$ cat config.mk
export PLATFORM = sky130hd
export DESIGN_NAME = fracnet_mac_pipe
export DESIGN_NICKNAME = d
export VERILOG_FILES = /design/src/rtl/fracnet_mac_pkg.sv /design/src/rtl/fracnet_mul_pipe.sv /design/src/rtl/fracnet_mac_pipe.sv
export SDC_FILE = /design/constraint.sdc
export NUM_CORES = 1
export LEC_CHECK = 0
export ABC_AREA = 1
export BUFFER_PORTS_ARGS = -buffer_cell sky130_fd_sc_hd__buf_2
export CORE_ASPECT_RATIO = 1.75
export CORE_MARGIN = 8
export CORE_UTILIZATION = 53
export CTS_BUF_LIST = sky130_fd_sc_hd__clkbuf_8 sky130_fd_sc_hd__clkbuf_16
export DETAILED_ROUTE_END_ITERATION = 6
export PLACE_DENSITY = 0.8
export RECOVER_POWER = 25
export SLEW_MARGIN = 40
export SYNTH_ARGS = -nofsm -noshare
export SYNTH_HDL_FRONTEND = slang
export SYNTH_HIERARCHICAL = 1
export SYNTH_SLANG_ARGS = --single-unit
$ cat constraint.sdc
create_clock -name ap_clk -period 9.2 [get_ports ap_clk]
set_clock_uncertainty 0.15 [all_clocks]
set_input_delay 0.92 -clock ap_clk [delete_from_list [all_inputs] [get_ports ap_clk]]
set_output_delay 0.92 -clock ap_clk [all_outputs]
set_load 0.01 [all_outputs]
$ cat src/rtl/fracnet_mac_pkg.sv
// Shared types, width limits and helper functions for the FracNet MAC pipeline.
package fracnet_mac_pkg;

    // Limits checked at elaboration by the MAC top.
    localparam int MAX_ACC_WIDTH = 64;
    localparam int MIN_NUM_STAGE = 1;

    // Per-beat control flags carried alongside the product.
    typedef struct packed {
        logic valid;
        logic first;
        logic last;
    } mac_flags_t;

    // Largest positive value representable in a w-bit signed accumulator.
    function automatic logic signed [MAX_ACC_WIDTH-1:0] acc_max(input int w);
        return (64'sd1 <<< (w - 1)) - 64'sd1;
    endfunction

    // Most negative value representable in a w-bit signed accumulator.
    function automatic logic signed [MAX_ACC_WIDTH-1:0] acc_min(input int w);
        return -(64'sd1 <<< (w - 1));
    endfunction

    // Sign-extend the low w bits of v to the full 64 bits.
    function automatic logic signed [MAX_ACC_WIDTH-1:0] sext(input logic [MAX_ACC_WIDTH-1:0] v,
                                                             input int w);
        logic [MAX_ACC_WIDTH-1:0] r;
        for (int i = 0; i < MAX_ACC_WIDTH; i++) begin
            r[i] = (i < w) ? v[i] : v[w-1];
        end
        return $signed(r);
    endfunction

endpackage

$ cat src/rtl/fracnet_mul_pipe.sv
// Full-precision signed multiplier followed by NUM_STAGE registers; the flag
// bundle travels in lock-step with the product. Shaped for DSP48 inference.
module fracnet_mul_pipe
    import fracnet_mac_pkg::*;
#(
    parameter int A_WIDTH   = 11,
    parameter int B_WIDTH   = 11,
    parameter int NUM_STAGE = 3
) (
    input  logic                               ap_clk,
    input  logic                               ap_rst_n,
    input  logic                               en,
    input  logic signed [A_WIDTH-1:0]          din0,
    input  logic signed [B_WIDTH-1:0]          din1,
    input  mac_flags_t                         flags_in,
    output logic signed [A_WIDTH+B_WIDTH-1:0]  prod,
    output mac_flags_t                         flags_out
);

    localparam int P_WIDTH = A_WIDTH + B_WIDTH;

    logic signed [P_WIDTH-1:0] prod_p [NUM_STAGE];
    mac_flags_t                flg_p  [NUM_STAGE];

    // Product data registers: no reset so the DSP pipeline registers can absorb them.
    always_ff @(posedge ap_clk) begin
        if (en) begin
            prod_p[0] <= P_WIDTH'(din0) * P_WIDTH'(din1);
            for (int i = 1; i < NUM_STAGE; i++) begin
                prod_p[i] <= prod_p[i-1];
            end
        end
    end

    // Flag registers: reset clears every stage so in-flight beats are dropped.
    always_ff @(posedge ap_clk) begin
        if (!ap_rst_n) begin
            for (int i = 0; i < NUM_STAGE; i++) begin
                flg_p[i] <= '0;
            end
        end else if (en) begin
            flg_p[0] <= flags_in;
            for (int i = 1; i < NUM_STAGE; i++) begin
                flg_p[i] <= flg_p[i-1];
            end
        end
    end

    assign prod      = prod_p[NUM_STAGE-1];
    assign flags_out = flg_p[NUM_STAGE-1];

endmodule

$ cat src/rtl/fracnet_mac_pipe.sv
// Pipelined signed multiply-accumulate with first/last framing, optional
// saturation with a sticky overflow flag, and valid/ready backpressure.
module fracnet_mac_pipe
    import fracnet_mac_pkg::*;
#(
    parameter int A_WIDTH   = 11,
    parameter int B_WIDTH   = 11,
    parameter int ACC_WIDTH = 32,
    parameter int NUM_STAGE = 3,
    parameter int SATURATE  = 1
) (
    input  logic                        ap_clk,
    input  logic                        ap_rst_n,
    input  logic                        in_valid,
    output logic                        in_ready,
    input  logic signed [A_WIDTH-1:0]   din0,
    input  logic signed [B_WIDTH-1:0]   din1,
    input  logic                        in_first,
    input  logic                        in_last,
    output logic                        out_valid,
    input  logic                        out_ready,
    output logic signed [ACC_WIDTH-1:0] dout,
    output logic                        out_sat
);

    localparam int P_WIDTH = A_WIDTH + B_WIDTH;

    if (ACC_WIDTH < P_WIDTH) begin : g_chk_acc_narrow
        $error("fracnet_mac_pipe: ACC_WIDTH must be >= A_WIDTH+B_WIDTH");
    end
    if (ACC_WIDTH > MAX_ACC_WIDTH) begin : g_chk_acc_wide
        $error("fracnet_mac_pipe: ACC_WIDTH exceeds supported maximum");
    end
    if (NUM_STAGE < MIN_NUM_STAGE) begin : g_chk_stage
        $error("fracnet_mac_pipe: NUM_STAGE must be >= 1");
    end

    localparam logic signed [ACC_WIDTH-1:0] ACC_MAX = ACC_WIDTH'(acc_max(ACC_WIDTH));
    localparam logic signed [ACC_WIDTH-1:0] ACC_MIN = ACC_WIDTH'(acc_min(ACC_WIDTH));

    // Clamp or wrap the (ACC_WIDTH+1)-bit sum back into the accumulator width.
    function automatic logic signed [ACC_WIDTH-1:0] sat_or_wrap(input logic signed [ACC_WIDTH:0] s);
        if ((SATURATE != 0) && (s[ACC_WIDTH] != s[ACC_WIDTH-1])) begin
            return s[ACC_WIDTH] ? ACC_MIN : ACC_MAX;
        end
        return s[ACC_WIDTH-1:0];
    endfunction

    logic                        en;
    mac_flags_t                  in_flags;
    mac_flags_t                  mul_flags;
    logic signed [P_WIDTH-1:0]   mul_prod;
    logic signed [ACC_WIDTH-1:0] prod_ext;
    logic signed [ACC_WIDTH-1:0] acc;
    logic signed [ACC_WIDTH-1:0] acc_base;
    logic signed [ACC_WIDTH-1:0] acc_next;
    logic signed [ACC_WIDTH:0]   sum;
    logic                        ovf;
    logic                        sticky;
    logic                        sticky_next;

    // The whole pipeline moves only when the output slot is free or being drained.
    assign en       = !out_valid || out_ready;
    assign in_ready = en;
    assign in_flags = {in_valid, in_first, in_last};

    fracnet_mul_pipe #(
        .A_WIDTH   (A_WIDTH),
        .B_WIDTH   (B_WIDTH),
        .NUM_STAGE (NUM_STAGE)
    ) u_mul (
        .ap_clk    (ap_clk),
        .ap_rst_n  (ap_rst_n),
        .en        (en),
        .din0      (din0),
        .din1      (din1),
        .flags_in  (in_flags),
        .prod      (mul_prod),
        .flags_out (mul_flags)
    );

    assign prod_ext = ACC_WIDTH'(sext(64'($unsigned(mul_prod)), P_WIDTH));

    // Next accumulator value: a first beat restarts from zero with a clean sticky flag.
    always_comb begin
        acc_base    = mul_flags.first ? '0 : acc;
        sum         = {acc_base[ACC_WIDTH-1], acc_base} + {prod_ext[ACC_WIDTH-1], prod_ext};
        ovf         = sum[ACC_WIDTH] ^ sum[ACC_WIDTH-1];
        acc_next    = sat_or_wrap(sum);
        sticky_next = (mul_flags.first ? 1'b0 : sticky) | ovf;
    end

    // Accumulator and output register; bubbles leave the accumulator untouched.
    always_ff @(posedge ap_clk) begin
        if (!ap_rst_n) begin
            acc       <= '0;
            sticky    <= 1'b0;
            out_valid <= 1'b0;
            dout      <= '0;
            out_sat   <= 1'b0;
        end else if (en) begin
            if (mul_flags.valid) begin
                acc    <= acc_next;
                sticky <= sticky_next;
            end
            out_valid <= mul_flags.valid && mul_flags.last;
            if (mul_flags.valid && mul_flags.last) begin
                dout    <= acc_next;
                out_sat <= sticky_next;
            end
        end
    end

endmodule

==> results of run 1 <==
[cells in the final DEF, fill, tap and decap left out, types with 2 or more instances in the layout]
| cell type | n |
|---|---|
| nor3_1 | 8 |
| nand2_4 | 2 |
| clkbuf_16 | 17 |
| nand3_1 | 91 |
| clkinvlp_4 | 3 |
| a21oi_2 | 5 |
| inv_1 | 393 |
| xor2_1 | 24 |
| dfxtp_1 | 67 |
| inv_4 | 2 |
| clkbuf_1 | 2 |
| fa_1 | 118 |
| inv_8 | 2 |
| buf_2 | 61 |
| inv_2 | 9 |
| or2_2 | 4 |
| a21oi_1 | 82 |
| a21o_1 | 3 |
| ha_1 | 79 |
| nand2_1 | 453 |
| buf_4 | 4 |
| o21ai_0 | 21 |
| edfxtp_1 | 75 |
| bufinv_16 | 3 |
| nand4_1 | 2 |
| or2_1 | 2 |
| nor2_1 | 182 |
| nand3b_1 | 2 |
| o21bai_1 | 12 |
| nand3_2 | 4 |
| inv_6 | 3 |
| clkinv_4 | 2 |
| xnor2_1 | 10 |
| nand2_2 | 10 |
| nor2_2 | 2 |
| clkinv_1 | 3 |
[worst paths after layout]
check,cells after the start,endpoint,slack (ps),from
worst min-delay path,0,u_mul/prod_p[0][65]$_DFFE_PP_,270,u_mul/prod_p[0][43]$_DFFE_PP_
worst max-delay path,16,u_mul/prod_p[0][16]$_DFFE_PP_,3660,din1[2]
worst max register to register,4,u_mul/flg_p[0][1]$_SDFFCE_PN0P_,5110,out_valid$_SDFFE_PN0N_
worst min register to register,0,u_mul/prod_p[0][65]$_DFFE_PP_,270,u_mul/prod_p[0][43]$_DFFE_PP_
[layer usage]
layer / vias to the layer above / wire length (µm) / GRT usage [%]
met5: - / 0 / 0
met4: 0 / 1972 / 15.00
met1: 4970 / 11050 / 19.58
met2: 241 / 18270 / 43.61
li1: 5228 / - / -
met3: 97 / 717 / 2.297
[per-stage QoR]
step           util, %  worst slack [ps]  hold WS (ps)  instances  cell area, µm²
4_1_cts          57.27              3716         266.0       2081           13940
3_3_place_gp     54.73              3292         250.7       2049           13320
6_report         57.24              3664         267.4       2081           13930
2_1_floorplan        -              3636         250.3       1748           13000
3_5_place_dp     54.75              3263         254.5       2049           13330
5_1_grt          57.24              3566         274.1       2081           13930
[worst reg2reg max path, stage by stage (launching register included)]
cell and delay (ps):
dfxtp_1 310, nand2_1 260, clkbuf_1 2470, inv_1 160
nand2_1 410
[layout make-up]
type                    instances  area (µm²)
flip-flops and latches        142        3593
clock buffers                  17       425.4
clock inverters                15       186.4
well taps                     312       390.4
inverters                     405        1525
fillers                      2318       10410
multi-input cells            1123        7470
repair buffers                 67       342.8
[registers in the layout (all words and copies together), names as in the netlist]
signal,flops
acc,32
dout,32
out_sat,1
out_valid,1
sticky,1
u_mul/flg_p,9
u_mul/prod_p,66
[power by group]
group / leakage [nW] / internal (mW) / switching, mW / total [mW]
logic: 6.15 / 0.951 / 1.82 / 2.77
clock network: 0.289 / 0.431 / 0.283 / 0.714
registers: 1.36 / 0.928 / 0.0571 / 0.985
[cell families (layout without fill, tap and decap cells)]
| kind of cell | count (synthesis) | after routing | share of synthesized area (%) |
|---|---|---|---|
| AOI/OAI and AO/OA | 127 | 127 | 5.429 |
| xor gates and xnor gates | 34 | 34 | 2.291 |
| adders and majority gates | 197 | 197 | 25.78 |
| buffers and inverters | 483 | 504 | 14.89 |
| DFF | 142 | 142 | 27.64 |
| and+or+nand+nor | 765 | 765 | 23.97 |
==> out/results.tsv, run 1 <==
stage	metric	value	unit
grt	total grt overflow	0	
floorplan	die width	134.4	µm
logic_synthesis	sequential fraction of the synthesis area	27.64	%
logic_synthesis	asr flop ratio synth	0	%
sta	worst slew pin tran	3447	ps
worst_setup_path	delay-heaviest family, CP	adder cells	
floorplan	total core area	24340	µm²
worst_setup_path	Setup crit start kind	input port	
sta	fin. max-slew vios	68	
worst_setup_path	crit-path max FO	11	
routing	total routed wirelength	32.01	mm
final_layout	layout cells sized above 1	7.744	%
worst_setup_path	worst-path cell chain	buf_2 > nand2_1 > fa_1 > inv_1 > fa_1 > fa_1 > fa_1 > inv_1 > fa_1 > inv_1 > ha_1 > nand2_1 > nor2_1 > nand3_1 > nand2_1 > xor2_1	
routing	routed via count	10536	
sta	Tcrit/Tclk final	60.17	%
worst_setup_path	Crit Path Category	input port to register	
routing	drt first pass iters	6	
worst_setup_path	Crit. End Element	register	
clock_network	clk buf depth	2	
floorplan	die area	29990	µm²
logic_synthesis	top_reg_cell synth	edfxtp_1	
logic_synthesis	post-synth design cell area	13000	µm²
clock_network	later-pin clock latency in the skew report	420	ps
clock_network	post-CTS sizing	0	
run	max_cap viols	1	
grt	initial antenna violation count	0	
final_layout	P&R area growth vs syn	7.191	%
logic_synthesis	Warnings, synthesis	6	
worst_setup_path	slowest cell on the critical path	fa_1	
worst_setup_path	Top cell by count, worst path	fa_1	
power_and_ir_drop	static leakage	7.796	nW
worst_setup_path	CP arrival	5560	ps
routing	Vias/cell	5.063	
clock_network	Num CTS Buffers	17	
run_status	status	finished with violations	
logic_synthesis	Post-synth EDFFs	75	
logic_synthesis	top post-synthesis cells by count	453 x nand2_1, 393 x inv_1, 182 x nor2_1	
sta	max frequency	0.1806	GHz
power_and_ir_drop	Final Power	4.465	mW
routing	Final ANT Viol Nets	0	
logic_synthesis	cell taking the most area after synthesis	fa_1	
clock_network	Root Driver	clkbuf_16	
sta	Slew headroom	-129.8	%
logic_synthesis	count leader, synth	nand2_1	
sta	Final Hold Viols	0	
routing	Post-route DRC	0	
run_status	violated checks	capacitance limit, slew limit	
clock_network	CTS tree	built	
final_layout	Antenna Cells	0	
logic_synthesis	area share of the largest cell type after synthesis	18.17	%
power_and_ir_drop	Cell Pwr Density	320.5	nW/µm²
worst_hold_path	worst hold path class	register to register	
worst_setup_path	delay of the slowest critical-path stage	670	ps
logic_synthesis	Syn Area/Cell	7.436	µm²
worst_setup_path	WP data required	9220	ps
sta	setup TNS	0	ps
routing	WL/cell	15.38	µm
power_and_ir_drop	VDD IR max	0.1834	mV
floorplan	Die H	223.2	µm
placement	Port Buffers	62	
clock_network	Setup Fix Bufs, Post-CTS	0	
final_layout	NumNets Final	1981	
clock_network	Worst-path clk slew	60	ps
sta	Setup-failing EPs final	0	
clock_network	htree depth	4	
grt	largest net degree at the start of global routing	68	
clock_network	Sink Count	142	
floorplan	I/O pins	63	
logic_synthesis	Netlist cell types	38	
grt	first-pass GRT wire length	52.03	mm
placement	GP Congestion	0.9540	
sta	RSZ-0062 raised after global routing	false	
clock_network	hold buffers post-CTS	0	
logic_synthesis	Mapped Cells	1748	
floorplan	Initial Utilization	53.40	%
logic_synthesis	Syn Nets	1973	
sta	Final Critical Period	5536	ps
placement	post-DP HPWL	25.66	mm
floorplan	row count	76	
grt	GRT Overall Usage	21.86	%
worst_setup_path	crit path buf inv count	4	
logic_synthesis	synthesis-stage register bit count	142	
grt	vias in the first global route	11119	
routing	initial DRC count	548	
logic_synthesis	Synth area leaders	fa_1 18%, edfxtp_1 17%, nand2_1 13%	
No activity file was read; power rests on OpenSTA's default activity.
==> inputs of run 2 (changes only) <==
--- a/config.mk
+++ b/config.mk
@@ -5,14 +5,14 @@
 export SDC_FILE = /design/constraint.sdc
 export NUM_CORES = 1
 export LEC_CHECK = 0
-export ABC_AREA = 1
+export ABC_AREA = 0
 export BUFFER_PORTS_ARGS = -buffer_cell sky130_fd_sc_hd__buf_2
 export CORE_ASPECT_RATIO = 1.75
 export CORE_MARGIN = 8
 export CORE_UTILIZATION = 53
 export CTS_BUF_LIST = sky130_fd_sc_hd__clkbuf_8 sky130_fd_sc_hd__clkbuf_16
 export DETAILED_ROUTE_END_ITERATION = 6
-export PLACE_DENSITY = 0.8
+export PLACE_DENSITY = 0.83
 export RECOVER_POWER = 25
 export SLEW_MARGIN = 40
 export SYNTH_ARGS = -nofsm -noshare
==> constraint.sdc (replaced) <==
create_clock -name ap_clk -period 4.6 [get_ports ap_clk]
set_clock_uncertainty 0.15 [all_clocks]
set_input_delay 0.46 -clock ap_clk [delete_from_list [all_inputs] [get_ports ap_clk]]
set_output_delay 0.46 -clock ap_clk [all_outputs]
set_load 0.01 [all_outputs]
==> run 2 against run 1 <==
The run ends with capacitance limit, slew limit, setup timing left. Clock power grew 97%. Global-route usage shrank 0.27 points. Synthesized cell count is 29% lower. Flip-flop and latch count stayed put. Largest cell class unchanged. Largest power group unchanged.
==> out/results.tsv, run 2 <==
stage	metric	value	unit	change
routing	routed via count	9289		-12%
placement	Area after DPL	13220	µm²	-0.80%
logic_synthesis	Mapped Cells	1240		-29%
logic_synthesis	top post-synthesis cells by count	170 x inv_1, 118 x fa_1, 110 x nand2_1		
final_layout	commonest cells after routing, fill and taps aside	164 x inv_1, 115 x fa_1, 107 x buf_4		
worst_setup_path	flop-to-flop setup slack	490	ps	-4620 ps
power_and_ir_drop	Cell Pwr Density	745.5	nW/µm²	+130%
logic_synthesis	area share of the largest cell type after synthesis	19.49	%	+1.3 points
logic_synthesis	Post-synth EDFFs	75		unchanged
run	max_cap viols	1		unchanged
sta	fin. max-slew vios	36		-47%
run_status	status	finished with violations		
final_layout	Final Non-Filler Cells	1655		-20%
floorplan	Die H	216.1	µm	-3.2%
power_and_ir_drop	VDD IR max	0.5478	mV	+200%
final_layout	Core Util, Final	62.59	%	+5.3 points
sta	final setup margin	-118.5	ps	-3782 ps
worst_setup_path	Reg-to-Reg Start	u_mul/flg_p[0][7]$_SDFFCE_PN0P_		
final_layout	FILL cells	1805		-22%
logic_synthesis	synthesis-stage register bit count	142		unchanged
final_layout	layout cells sized above 1	21.25	%	+14 points
final_layout	Antenna Cells	0		unchanged
logic_synthesis	Syn Nets	1465		-26%
clock_network	clk buf depth	2		unchanged
logic_synthesis	Warnings, synthesis	6		unchanged
grt	GRT Overall Usage	21.58	%	-0.27 points
power_and_ir_drop	Sequential Power Share	18.8	%	-3.3 points
worst_setup_path	Setup crit start kind	input port		
routing	initial DRC count	415		-24%
logic_synthesis	asr flop ratio synth	0	%	unchanged
logic_synthesis	sequential fraction of the synthesis area	29.64	%	+2.0 points
sta	worst slew pin tran	1507	ps	-1941 ps
worst_hold_path	Hold Path Depth	2		+2
grt	largest net degree at the start of global routing	78		+15%
worst_setup_path	reg2reg end	acc[30]$_SDFFE_PN0P_		
final_layout	commonest non-fill, non-tap cell in the layout	inv_1		
sta	Final Hold Viols	0		unchanged
power_and_ir_drop	Psw	4.412	mW	+100%
power_and_ir_drop	clock power share	13.4	%	-2.6 points
floorplan	total core area	22560	µm²	-7.3%
sta	RSZ-0062 raised after global routing	true		
clock_network	CTS tree	built		
grt	Top Usage Layer GRT	met2		
sta	Slew headroom	-0.4637	%	+130 points
clock_network	Root Driver	clkbuf_16		
logic_synthesis	post-synth design cell area	12120	µm²	-6.7%
grt	first-pass GRT wire length	47.67	mm	-8.4%
worst_hold_path	Hold Crit Start	in_valid		
clock_network	Worst-path clk slew	60	ps	about the same
routing	Vias/cell	5.613		+11%
floorplan	I/O pins	63		unchanged
run_status	violated checks	capacitance limit, slew limit, setup timing		
worst_setup_path	crit-path max FO	4		-7
sta	max frequency	0.2119	GHz	
floorplan	Initial Utilization	53.74	%	+0.34 points
logic_synthesis	count leader, synth	inv_1		
routing	drt first pass iters	5		-1
final_layout	Largest Register	u_mul/prod_p		
clock_network	htree depth	4		unchanged
grt	vias in the first global route	10095		-9.2%
grt	total grt overflow	0		unchanged
grt	initial antenna violation count	0		unchanged
final_layout	NumNets Final	1567		-21%
grt	M1 GR Usage	19.63	%	+0.055 points
sta	Final Critical Period	4719	ps	
logic_synthesis	Netlist cell types	69		+82%
logic_synthesis	Syn Area/Cell	9.777	µm²	+31%
placement	post-DP HPWL	22.92	mm	-11%
clock_network	later-pin clock latency in the skew report	430	ps	about the same
power_and_ir_drop	Gate power share	67.8	%	+5.9 points
worst_setup_path	Crit Path Category	input port to register		
logic_synthesis	cell taking the most area after synthesis	fa_1		
power_and_ir_drop	Int Pwr	6.115	mW	+160%
final_layout	P&R area growth vs syn	16.47	%	
logic_synthesis	Synth area leaders	fa_1 19%, edfxtp_1 19%, dfxtp_1 11%		
sta	Tcrit/Tclk final	102.6	%	
routing	WL/cell	18.00	µm	+17%
routing	Final ANT Viol Nets	0		unchanged
worst_setup_path	WP data required	4620	ps	-4600 ps
final_layout	max FFs per register	66		unchanged
worst_setup_path	CP arrival	4740	ps	-820 ps
worst_setup_path	R2R depth	12		+8
clock_network	Sink Count	142		unchanged
sta	Setup-failing EPs final	5		+5
placement	Placed Instances	1618		-21%
power_and_ir_drop	Sw Ratio	41.91	%	-6.3 points
placement	Port Buffers	62		unchanged
floorplan	die width	130.3	µm	-3.0%
clock_network	Num CTS Buffers	17		unchanged
routing	total routed wirelength	29.80	mm	-6.9%
worst_hold_path	worst hold path class	input port to register		
grt	GR Layer Usage met3	2.680	%	+0.38 points
floorplan	row count	73		-3.9%
placement	GP Congestion	0.9166		-3.9%
placement	pre-CTS setup slack	-672.9	ps	-3936 ps
worst_hold_path	worst-case hold path end point	u_mul/flg_p[0][2]$_SDFFCE_PN0P_		
power_and_ir_drop	static leakage	6.574	nW	-16%
floorplan	die area	28160	µm²	-6.1%
grt	met2 Use GR	43.28	%	-0.33 points
final_layout	post-route cell area	14120	µm²	+1.3%
worst_setup_path	Crit. End Element	register		
sta	setup TNS	-436.9	ps	-436.9 ps
final_layout	biggest regs	u_mul/prod_p: 66 flops, acc: 32 flops, dout: 32 flops		
routing	Post-route DRC	0		unchanged
logic_synthesis	top_reg_cell synth	edfxtp_1		
==> run 2: cell count changes after synthesis, moves of 36 or more <==
cell	change
and2_1	+50
inv_1	-223
nand2_1	-343
nand3_1	-73
nor2_1	-129
o221a_1	+36
==> run 2: routing by layer <==
layer  vias up  share of wire, %
li1       4346                 -
met1      4588                34
met2       256                58
met3        99               2.9
met4         0               4.9
met5         -                 0
==> run 2: cell families (layout without fill, tap and decap cells) <==
logic type,after synthesis,count (layout),share of synthesized area [%]
AND/OR/NAND/NOR,341,341,14.24
AO/OA/AOI/OAI,252,252,15.23
flip-flops,142,142,29.64
adder cells (fa/ha/maj),197,197,27.64
XOR/XNOR,45,45,3.313
buffers and inverters,257,372,9.258
multiplexers,6,6,0.6708
==> run 2: worst max-delay path by stage <==
stage	from	cells after the start	end
finish	din1[5]	18	u_mul/prod_p[0][21]$_DFFE_PP_
global route	din1[5]	19	u_mul/prod_p[0][20]$_DFFE_PP_
CTS	din0[10]	17	u_mul/prod_p[0][21]$_DFFE_PP_
detailed placement	din0[10]	17	u_mul/prod_p[0][21]$_DFFE_PP_
global placement	din0[10]	17	u_mul/prod_p[0][21]$_DFFE_PP_
floorplan	din1[4]	18	u_mul/prod_p[0][21]$_DFFE_PP_
==> run 2: what timing repair did <==
| item | CTS | global route |
|---|---|---|
| endpoints found under the setup margin | 7 | 9 |
| gates cloned | 0 | 0 |
| gates resized for setup | 42 | 21 |
| pin swaps | 15 | 7 |
| setup buffers | 2 | 3 |
| hold buffers | 0 | 0 |
==> run 2: area by class of cell <==
| type | count | area [µm²] | share of cell area [%] |
|---|---|---|---|
| clock buffers | 17 | 425.4 | 3.013 |
| clock inverters | 15 | 173.9 | 1.232 |
| inverters | 170 | 638.1 | 4.519 |
| multi-input cells | 841 | 7654 | 54.20 |
| flip-flops and latches | 142 | 3593 | 25.45 |
| well taps | 300 | 375.4 | 2.658 |
| repair buffers | 170 | 1260 | 8.923 |
==> run 2: critical path, cell delays in order <==
cell     delay (ps)
buf_8            80
buf_4           110
buf_12          100
buf_4           110
nand2_1          70
fa_1            450
fa_1            430
fa_1            490
inv_1            50
fa_1            590
fa_1            490
ha_4            330
nand2_1         120
nor4b_4         290
nand3_2         110
a21oi_2         240
o41ai_2          90
xnor2_1         130
==> run 2: power by group through the flow <==
stage               clock network, mW  registers [mW]  logic [mW]
floorplan                           0            1.93        4.59
global placement                    0            1.98        6.13
detailed placement                  0            2.00        6.41
CTS                              1.43            1.98        6.75
global route                     1.48            2.00        7.86
finish                           1.41            1.98        7.14
==> run 2: metrics by stage <==
stage          hold WS [ps]  total power, mW
6_report              206.0            10.53
5_1_grt               197.2            11.34
4_1_cts               190.7            10.16
3_5_place_dp          255.2            8.409
3_3_place_gp          250.3            8.111
2_1_floorplan         250.3            6.523
